==> src/rtl/demux1to4_reg.sv <==
// Registered 1-to-4 demultiplexer.
// One input word is steered to one of four output lanes. Each lane is a
// 1-entry holding register with its own valid/ready handshake, so the four
// consumers can drain independently.
module demux1to4_reg #(
    parameter int unsigned WIDTH = 32
) (
    input  logic             clk,
    input  logic             reset,
    input  logic [WIDTH-1:0] Data_in,
    input  logic [1:0]       Sel,
    input  logic             In_valid,
    output logic             In_ready,
    output logic [WIDTH-1:0] Data_out0,
    output logic [WIDTH-1:0] Data_out1,
    output logic [WIDTH-1:0] Data_out2,
    output logic [WIDTH-1:0] Data_out3,
    output logic [3:0]       Out_valid,
    input  logic [3:0]       Out_ready,
    output logic [2:0]       Occ
);

    logic [3:0]       full_q, full_d;
    logic [WIDTH-1:0] data_q [4];
    logic [WIDTH-1:0] data_d [4];
    logic [2:0]       occ_q, occ_d;
    logic             accept;
    logic [3:0]       load;
    logic [3:0]       drain;

    // Handshake decode: a lane draining this cycle may be refilled in the same cycle.
    always_comb begin
        In_ready = ~full_q[Sel] | Out_ready[Sel];
        accept   = In_valid & In_ready;
        load     = accept ? (4'b0001 << Sel) : 4'b0000;
        drain    = full_q & Out_ready;
    end

    // Per-lane next state: a load wins over a drain, so the flag stays set on pass-through.
    always_comb begin
        full_d = full_q;
        for (int k = 0; k < 4; k++) begin
            data_d[k] = data_q[k];
            if (load[k]) begin
                data_d[k] = Data_in;
                full_d[k] = 1'b1;
            end else if (drain[k]) begin
                full_d[k] = 1'b0;
            end
        end
    end

    // Occupancy is the popcount of the next full flags, registered alongside them.
    always_comb begin
        occ_d = '0;
        for (int k = 0; k < 4; k++) begin
            occ_d = occ_d + {2'b00, full_d[k]};
        end
    end

    // State registers; reset discards held words and blocks any handshake that cycle.
    always_ff @(posedge clk) begin
        if (reset) begin
            full_q <= '0;
            occ_q  <= '0;
            for (int k = 0; k < 4; k++) begin
                data_q[k] <= '0;
            end
        end else begin
            full_q <= full_d;
            occ_q  <= occ_d;
            for (int k = 0; k < 4; k++) begin
                data_q[k] <= data_d[k];
            end
        end
    end

    // Registered outputs.
    always_comb begin
        Out_valid = full_q;
        Occ       = occ_q;
        Data_out0 = data_q[0];
        Data_out1 = data_q[1];
        Data_out2 = data_q[2];
        Data_out3 = data_q[3];
    end

endmodule

==> config.mk <==
export PLATFORM = sky130hd
export DESIGN_NAME = demux1to4_reg
export DESIGN_NICKNAME = d
export VERILOG_FILES = /design/src/rtl/demux1to4_reg.sv
export SDC_FILE = /design/constraint.sdc
export NUM_CORES = 1
export LEC_CHECK = 0
export ABC_AREA = 1
export ABC_CLOCK_PERIOD_IN_PS = 3240
export CAP_MARGIN = 20
export CORE_MARGIN = 8
export CORE_UTILIZATION = 49
export DETAILED_ROUTE_END_ITERATION = 16
export PLACE_DENSITY = 0.8
export SLEW_MARGIN = 25
export SYNTH_ARGS = -nofsm -noshare
export SYNTH_HDL_FRONTEND = slang
export SYNTH_SLANG_ARGS = --single-unit
==> constraint.sdc <==
create_clock -name clk -period 3.24 [get_ports clk]
set_clock_uncertainty 0.15 [all_clocks]
set_input_delay 0.648 -clock clk [delete_from_list [all_inputs] [get_ports clk]]
set_output_delay 0.648 -clock clk [all_outputs]
set_load 0.01 [all_outputs]
==> results by group <==
Yosys
  – Top-area cell type share of the netlist area: 40.1%
  – EDFF count, synth: 0
  – Avg Cell Area, Syn: around 6.3 sq um
  – Syn Inst Count: approximately 1100
  – Asr flop ratio synth: 0%
  – Main synth FF type: dfxtp_1
  – Number of synthesized register bits: ~140
  – Post-synth top cells: inv_1 (301), nand2_1 (275), nor2_1 (136), dfxtp_1 (135), nand4_1 (128)
  – Top-count cell post-synth: inv_1
  – Yosys cell types: 20
  – Seq/Total Area, Yosys: between 40% and 50%
  – YS warnings: 0
  – Largest cells by area after synthesis: dfxtp_1 (40%), inv_1 (17%), nand2_1 (15%), nand4_1 (12%), nor2_1 (7.6%)
  – Synth Net Count: between 1000 and 1500
  – Post-synthesis cell area: 6750 sq um
  – Post-synth top area cell: dfxtp_1

Timing
  – Relative slew margins: a little under half
  – Fin. Hold Viols: 0
  – WHS: 0.355 ns
  – Final worst-path cycle share: a little under 100%
  – Worst-margin pin slew: around 0.8 ns
  – Pins over their slew limit: 0
  – Final worst slack: around 0.053 ns
  – Tmin final: approximately 3.2 ns
  – Endpoints failing setup: 0
  – Final setup TNS: 0 ns
  – RSZ-0062 raised after global routing: no
  – Fmax: roughly 310 MHz

Power
  – Peak supply drop: between 200 and 300 uV
  – Cell leakage power: roughly 4.5 nW
  – Pwr dens: between 400 and 500 nW/um^2

Floorplan
  – Die ar.: 17800 sq um
  – Row count: 43
  – Core area: 13700 sq um
  – Initial Util: 49.4%
  – Die Ht: 133 um
  – Die Width: ~130 um
  – Ports: 177

GRT
  – Vias in the first global route: around 6000
  – Pin count of the biggest net entering global routing: between 80 and 90
  – Initial antenna violation count: 0
  – Gr ovfl total: 0
  – Tot GR Track Use: 21.5%
  – First-pass GRT wire length: slightly above 30 mm

Clocking
  – Number of CTS-inserted buffers: 17
  – Clock sink count: 135
  – # H-tree levels: 4
  – Hold buffer count at cts: 0
  – Clk_lat worst skew: 0.42 ns
  – Post-CTS sizing: 0
  – Clk root buf: clkbuf_16
  – Clock slew seen by the registers of the worst setup and hold paths: ~0.05 ns
  – CTS tree: done
  – Postcts setup bufs: 0
  – Worst-case clock buffer depth: 2

Setup path
  – Crit path kind: in2out
  – Worst path required time: about 2.4 ns
  – Startpoint type of the worst setup path: primary input
  – Crit path capture type: primary output
  – R2r setup slk: between 0.9 and 1 ns
  – Critical path arrival: 2.39 ns
  – Crit path max fanout: 8

Cells and area
  – Layout cells sized above 1: about 5.0%
  – # nets final: 1253
  – Area Overhead vs Synth: 34.4%
  – Antenna diodes: 0

Drt
  – ANT nets after route: 0
  – Vias: approximately 6600
  – Routed len/inst: about 14 um
  – Drt drc: 0
  – Via/cell ratio: ~4.7
  – Detailed Route Iter0 Violations: about 560
  – Pre-antenna DRT Iters: 5
  – Final wirelength: 19.2 mm

Placement
  – IO buf count: approximately 180
  – Hpwl dp: 13.1 mm
  – Setup WS pre-CTS: -0.0125 ns
  – GP Congestion: roughly 0.86

Outcome
  – Outcome: finished, final reports clean

Worst hold path
  – Worst Hold Class: reg2reg

Run
  – Max-cap check violation count: 0
-- sequential cells by signal, indices dropped and copies added (netlist names) --
register / cells
Out_valid: 4
Occ: 3
data_q: 128
-- per-stage QoR --
step / cells / util (%) / total power (W) / cell area, sq um
finish: 1397 / 66.4 / 0.00433 / 9070
global route: 1397 / 66.4 / 0.00453 / 9070
CTS: 1397 / 66.4 / 0.00435 / 9070
detailed placement: 1370 / 62.5 / 0.00257 / 8540
global placement: 1370 / 62.5 / 0.00256 / 8540
floorplan: 1064 / - / 0.00224 / 6750
-- cell type report --
| type | count | area [sq um] |
|---|---|---|
| Fill cell | 1225 | 4600 |
| Sequential cell | 135 | 2700 |
| Multi-Input combinational cell | 555 | 2520 |
| Timing Repair Buffer | 196 | 1950 |
| Inverter | 304 | 1140 |
| Clock buffer | 21 | 450 |
| Tap cell | 180 | 225 |
| Clock inverter | 6 | 80.1 |
-- cells in the final DEF, fill, tap and decap left out, drive strengths merged --
master / synthesis / layout
nand4: 128 / 128
dfxtp: 135 / 135
clkbuf: 32 / 21
nand3: 7 / 7
fa: 1 / 1
ha: 2 / 2
inv: 304 / 303
clkdlybuf4s50: 0 / 175
bufinv: 0 / 2
a21oi: 1 / 1
nor2: 138 / 138
clkinv: 0 / 5
buf: 38 / 21
nand2: 278 / 278
-- power breakdown --
group	internal, W	total, W	switching [W]
logic	0.000331	0.000732	0.000401
clock network	0.00112	0.00179	0.000664
registers	0.00175	0.00181	0.0000524
total	0.00321	0.00433	0.00112
-- worst max-delay path: stages --
cell and delay, ns:
clkdlybuf4s50_1 0.54, buf_4 0.18, nor2_8 0.03, nand2_1 0.05
nand2_1 0.08, nor2_4 0.14, nand2_8 0.08, buf_12 0.14
clkdlybuf4s50_1 0.49
-- kinds of logic (layout without fill, tap and decap cells) --
family / count (synthesis) / in the layout / share of synthesized area (%)
AO/OA/AOI/OAI: 1 / 1 / 0.0741
flip-flops: 135 / 135 / 40.1
adder cells (fa/ha/maj): 3 / 3 / 0.668
AND/OR/NAND/NOR: 551 / 551 / 36.6
buffers and inverters: 374 / 527 / 22.6
-- layer usage --
metal	vias to the layer above	global-route usage, %	share of wire [%]
met1	2907	25.4	41
met3	26	6.44	8.0
met5	-	0	0
li1	3404	-	-
met2	240	36.0	49
met4	0	8.17	1.8
-- final timing paths --
| check | endpoint | depth (start not counted) | start |
|---|---|---|---|
| setup / recovery | In_ready | 9 | Sel[0] |
| hold / removal | data_q[0][44] | 4 | data_q[0][44] |
| setup reg to reg | Occ[1] | 14 | Out_valid[2] |
| hold reg to reg | data_q[0][44] | 4 | data_q[0][44] |
Note: power is estimated with default switching activity, not from simulation.
